File: src/rtl/memory_arbiter.sv
// Round-robin arbiter sharing one single-port memory between instruction fetch
// and the data-memory stage; each access runs IDLE -> ISSUE -> WAIT -> DONE.
module memory_arbiter #(
    parameter int ADDR_W      = 16,
    parameter int DATA_W      = 16,
    parameter int MEM_LATENCY = 1
) (
    input  logic              clk,
    input  logic              reset,
    input  logic              if_req,
    input  logic [ADDR_W-1:0] if_addr,
    output logic              if_ack,
    output logic [DATA_W-1:0] if_rdata,
    input  logic              dm_req,
    input  logic              dm_we,
    input  logic [ADDR_W-1:0] dm_addr,
    input  logic [DATA_W-1:0] dm_wdata,
    output logic              dm_ack,
    output logic [DATA_W-1:0] dm_rdata,
    output logic              mem_en,
    output logic              mem_we,
    output logic [ADDR_W-1:0] mem_addr,
    output logic [DATA_W-1:0] mem_wdata,
    input  logic [DATA_W-1:0] mem_rdata,
    output logic              count_access,
    output logic              busy
);

    typedef enum logic [1:0] {IDLE, ISSUE, WAIT, DONE} state_t;

    state_t            state_q, state_d;
    logic              ownerDm_q, ownerDm_d;
    logic              lastGrantDm_q, lastGrantDm_d;
    logic              we_q, we_d;
    logic [ADDR_W-1:0] addr_q, addr_d;
    logic [DATA_W-1:0] wdata_q, wdata_d;
    logic [3:0]        waitCnt_q, waitCnt_d;
    logic [DATA_W-1:0] ifRdata_q, ifRdata_d;
    logic [DATA_W-1:0] dmRdata_q, dmRdata_d;
    logic              grantDm;

    always_ff @(posedge clk) begin
        if (reset) begin
            state_q       <= IDLE;
            ownerDm_q     <= 1'b0;
            lastGrantDm_q <= 1'b1;
            we_q          <= 1'b0;
            addr_q        <= '0;
            wdata_q       <= '0;
            waitCnt_q     <= '0;
            ifRdata_q     <= '0;
            dmRdata_q     <= '0;
        end else begin
            state_q       <= state_d;
            ownerDm_q     <= ownerDm_d;
            lastGrantDm_q <= lastGrantDm_d;
            we_q          <= we_d;
            addr_q        <= addr_d;
            wdata_q       <= wdata_d;
            waitCnt_q     <= waitCnt_d;
            ifRdata_q     <= ifRdata_d;
            dmRdata_q     <= dmRdata_d;
        end
    end

    // On a tie the requester opposite the previous grant wins, so neither starves.
    always_comb begin
        state_d       = state_q;
        ownerDm_d     = ownerDm_q;
        lastGrantDm_d = lastGrantDm_q;
        we_d          = we_q;
        addr_d        = addr_q;
        wdata_d       = wdata_q;
        waitCnt_d     = waitCnt_q;
        ifRdata_d     = ifRdata_q;
        dmRdata_d     = dmRdata_q;
        grantDm       = dm_req && (!if_req || !lastGrantDm_q);

        case (state_q)
            IDLE: begin
                if (if_req || dm_req) begin
                    ownerDm_d     = grantDm;
                    lastGrantDm_d = grantDm;
                    addr_d        = grantDm ? dm_addr : if_addr;
                    we_d          = grantDm && dm_we;
                    wdata_d       = dm_wdata;
                    state_d       = ISSUE;
                end
            end
            ISSUE: begin
                waitCnt_d = 4'(MEM_LATENCY);
                state_d   = WAIT;
            end
            WAIT: begin
                waitCnt_d = waitCnt_q - 4'd1;
                if (waitCnt_q == 4'd1) begin
                    if (!we_q) begin
                        if (ownerDm_q) begin
                            dmRdata_d = mem_rdata;
                        end else begin
                            ifRdata_d = mem_rdata;
                        end
                    end
                    state_d = DONE;
                end
            end
            DONE: begin
                state_d = IDLE;
            end
            default: begin
                state_d = IDLE;
            end
        endcase
    end

    assign mem_en       = (state_q == ISSUE);
    assign count_access = mem_en;
    assign mem_we       = mem_en && we_q;
    assign mem_addr     = addr_q;
    assign mem_wdata    = wdata_q;
    assign if_ack       = (state_q == DONE) && !ownerDm_q;
    assign dm_ack       = (state_q == DONE) && ownerDm_q;
    assign if_rdata     = ifRdata_q;
    assign dm_rdata     = dmRdata_q;
    assign busy         = (state_q != IDLE);

endmodule

File: config.mk
export PLATFORM = sky130hd
export DESIGN_NAME = memory_arbiter
export DESIGN_NICKNAME = d
export VERILOG_FILES = /design/src/rtl/memory_arbiter.sv
export SDC_FILE = /design/constraint.sdc
export NUM_CORES = 1
export LEC_CHECK = 0
export BUFFER_PORTS_ARGS = -buffer_cell sky130_fd_sc_hd__buf_2
export CAP_MARGIN = 20
export CORE_AREA = 5 5 92 94
export CTS_CLUSTER_DIAMETER = 200
export CTS_CLUSTER_SIZE = 25
export DETAILED_ROUTE_END_ITERATION = 12
export DIE_AREA = 0 0 97 99
export PLACE_DENSITY = 0.74
export SYNTH_ARGS = -nofsm -noshare
export SYNTH_HDL_FRONTEND = slang
export SYNTH_SLANG_ARGS = --single-unit
File: constraint.sdc
create_clock -name clk -period 2.08 [get_ports clk]
set_clock_uncertainty 0.2 [all_clocks]
set_input_delay 0.104 -clock clk [delete_from_list [all_inputs] [get_ports clk]]
set_output_delay 0.104 -clock clk [all_outputs]
set_load 0.005 [all_outputs]
# [After elaboration in Yosys (flattened, before gate mapping)]
# Index checks and enable logic that the tools add are counted.
[totals] elab_cells=40 out_inout_bits=70 inputBits=69 reg_bits=73
[classes] reduce_logical=17 bitwise_logic=2 n_eq_ne=6 muxes=5 add_sub_neg=1
[ops] cell="16-bit two-way mux" count=1
[ops] cell="2-bit one-hot mux with 4 select lines" count=1
[ops] cell="4-bit one-hot mux with 2 select lines" count=1
[ops] cell="4-bit AND reduction" count=2
[ops] cell="1-bit logical AND" count=5
[ops] cell="2-bit == test, second input constant" count=2
[ops] cell="4-bit by 1-bit == test with 1-bit output, second input constant" count=1
[ops] cell="2-bit two-way mux" count=2
[ops] cell="2-bit != test, second input constant" count=2
[ops] cell="2-bit AND reduction" count=2
[ops] cell="2-bit nonzero test" count=2
[ops] cell="4-bit by 1-bit subtractor with 4-bit output, second input constant" count=1
[ops] cell="1-bit zero test" count=3
[ops] cell="2-bit by 1-bit == test with 1-bit output, second input constant" count=1
[ops] cell="2-bit zero test" count=1
[ops] cell="1-bit logical OR" count=2
[ops] cell="1-bit inverter" count=2

# [Longest topological paths before layout]
[logic_depth] depth_word=4 mapped_depth=8 mapped_depth_nobuf=5

# [Least setup slack after synthesis]
# No wires, ideal clock.
[synth_path] path_type="reg2reg" start="register waitCnt_q[0]" end="register ifRdata_q[10], in the netlist if_rdata[10]" period_less_slack_ns=2.119 required_ns=1.762 n_path_buf=2 t_arrival_ns=1.801 slack_ns=-0.039 stages_incl_launch_ff=7 setup_ns=0.118 path_cell_list="dfxtp_1 > ha_1 > or3b_4 > or4b_4 > buf_6 > buf_12 > mux2i_1"
[synth_between] elab_chain_cells=2
[synth_rtl] item="start, declared" line_no="37" text="logic [3:0] waitCnt_q, waitCnt_d;"
[synth_rtl] item="start signal, assigned" line_no="60" text="waitCnt_q <= waitCnt_d;"
[synth_rtl] item="4-bit by 1-bit == test with 1-bit output" line_no="96" text="if (waitCnt_q == 4'd1) begin"
[synth_rtl] item="4-bit AND reduction (no source line)"
[synth_rtl] item="end signal, assigned" line_no="61" text="ifRdata_q <= ifRdata_d;"
[synth_rtl] item="end, declared" line_no="38" text="logic [DATA_W-1:0] ifRdata_q, ifRdata_d;"
# No other way between the ends.
# A chain may end at the register's enable or synchronous reset.

# [Worst setup path after layout]
[layout_path] start="register waitCnt_q[1]" end="register ifRdata_q[7], in the netlist if_rdata[7]"
# The elaborated chain is that of the path after synthesis.

==> flow_summary.ini <==
[run_status]
status = completed

[detailed_routing]
wl_per_cell_um = 14.1
drt_drc_violations_left = 0
vias = 3072
vias_per_cell = 4.82
drt_pass1_iterations = 4
routed-wl-met3_um = 859
met1_length_mm = 3.68
ant_nets = 0
drt_iter0_drc = 113
routed_wl_mm = 9.02
met2_length_mm = 4.31
maxUsedRoutingLayer = met4

[worst_setup_path]
critPathRequiredTime_ps = 2140
crit_path_end_kind = flop
crit_path_max_fanout = 7
arrival_ps = 2080
crit_type = reg2reg
cp-start-kind = flop

[grt]
gr-total-overflow = 0
grt_max_degree = 49
grtUsageTotal_pct = 19.2
grt_pass1_wl_mm = 15.3
grt_pass1_vias = 3138
antenna_found_initial = 0

[place]
dp_hpwl_mm = 5.75
pre_cts_slack_ps = -27.2
placement.io_buffers = 138
place_congestion = 0.754

[timing]
setup_ws_ps = 60.1
slew-limit-headroom_pct = 71.2
max_clock_freq_ghz = 0.495
finalCritPeriodShare_pct = 97.1
setup_viol = 0
drv_slew = 0
worst_pin_slew_ps = 431
rsz0062_at_grt = no
period_minus_slack_ps = 2020
final_hold_viol_count = 0

[finish]
fillers = 624
nets = 608
layout-area-overhead-vs-synth_pct = 57.6
fin_util_pct = 63.6
drive_gt1_share_pct = 33.4
antenna_cells = 0
mostFrequentLayoutCell = buf_2
most-common-layout-cells = buf_2 (138), dfxtp_1 (71), dlygate4sd3_1 (68)

[pwr]
clockPowerShare_pct = 26.0
ir_drop_uv = 500
p_seq_share_pct = 39.1
switchingPower_w = 0.00151
p_int_w = 0.00314
combPwrFrac_pct = 34.9
p_sw_share_pct = 32.4
leakagePower_nw = 2.29
power_density_mw_per_mm2 = 966

[yosys]
synthesis.nets = 403
post-synth-top-area-fraction_pct = 47.9
yosysTopAreaCell = dfxtp_1
yosysWarnings = 0
syn_inst = 327
syn_area_mm2 = 0.00305
synth_edf_count = 0
ys_ff_latch = 73
yosys-top-cells-area = dfxtp_1 (48%), mux2i_1 (16%), nand2_1 (8.0%)
synth_area_per_cell_um2 = 9.34
ys_types = 40
synthFlopType = dfxtp_1
synth-async-reset-ratio_pct = 0
seq_area_frac_synth_pct = 47.9

[clocking]
cts.sinks = 73
cts_buffer_depth = 2
htree_levels = 3
cts_buffers = 9
tritoncts = done
clk_pin_slew_ps = 80
clock_latency_ps = 330
root_buffer = clkbuf_8

[floorplanning]
fp.dieW_um = 97
num_io_pins = 139
core-area_mm2 = 0.00757
die-area_mm2 = 0.00960
rows = 32
die_y_um = 99
start_util_pct = 40.3

[run]
maxCapViolCount = 0

[min_path]
hp-class = in2reg
[logic make-up (layout without fill, tap and decap cells)]
kind of cell / Yosys count / count (layout) / share of synthesized area, %
flops: 73 / 73 / 47.9
mux: 48 / 48 / 15.7
fa+ha+maj: 7 / 7 / 2.87
compound gates: 50 / 50 / 10.6
simple gates: 118 / 119 / 18.1
buf+inv: 31 / 239 / 4.84
[timing repair]
action                     in CTS  in global routing
hold buffers                   68                  0
setup endpoints to repair       4                 20
pin swaps                       1                  2
resized for setup               2                  6
hold endpoints to repair       68                  0
cloned                          1                  0
buffers inserted                0                  1
[critical path, stage by stage (launching register included)]
cell and delay, ps:
dfxtp_2 330, inv_2 80, ha_4 130, or3b_4 390
or4b_4 600, mux2i_1 220
[layer usage]
metal	GRT usage [%]	up-vias
met5	0	-
met4	7.67	0
met3	7.01	18
met2	32.5	130
met1	22.0	1410
li1	-	1514
[power by group through the flow]
stage,combinational (W),clock (W),sequential [W]
detailed placement,0.00144,0,0.00183
global placement,0.00140,0,0.00182
floorplan,0.000898,0,0.00183
finish,0.00162,0.00121,0.00182
CTS,0.00158,0.00124,0.00181
global route,0.00183,0.00129,0.00185
[final timing paths]
check,from,endpoint,slack [ps],cells after the start
hold / removal,dm_req,state_q[0],40,4
hold reg to reg,dm_rdata[4],dm_rdata[4],250,2
setup / recovery,waitCnt_q[1],if_rdata[7],60,5
setup reg to reg,waitCnt_q[1],if_rdata[7],60,5
[state kept, by name, summed over array words and instances, names as in the netlist]
signal and cells:
we_q 1, ownerDm_q 1, state_q 2, lastGrantDm_q 1
mem_wdata 16, dm_rdata 16, mem_addr 16, waitCnt_q 4
if_rdata 16
[per-stage QoR]
step / setup TNS [ps] / power [W] / std cells / hold WS [ps] / cell area (µm²)
after floorplan: 0 / 0.00273 / 327 / 40.0 / 3070
after global placement: 0 / 0.00322 / 553 / 146 / 3860
after detailed placement: -27.2 / 0.00327 / 553 / 152 / 3860
after CTS: -11.2 / 0.00464 / 637 / 8.40 / 4770
after global routing: 0 / 0.00497 / 638 / 50.7 / 4810
final: 0 / 0.00465 / 638 / 38.2 / 4810
[cell type report]
type                            count  area [µm²]  area share [%]
Multi-Input combinational cell    224        1490            31.1
Clock inverter                      5        80.1            1.66
Tap cell                          102         128            2.65
Clock buffer                       10         138            2.86
Timing Repair Buffer              217        1480            30.7
Inverter                            7        26.3           0.546
Sequential cell                    73        1470            30.5
[Yosys cell counts (2+ instances only)]
library cell  count
ha_1              7
buf_2             3
nor2_1           19
clkbuf_1         14
a211oi_1         17
nand4b_1          2
dfxtp_1          73
inv_1             7
nor3b_1           2
o21ai_0           3
nand2_1          65
nor2b_1           3
buf_1             4
nand2b_1         16
a21oi_1          19
mux2i_1          48
and2_1            2
Power figures use the tool's default switching activity.
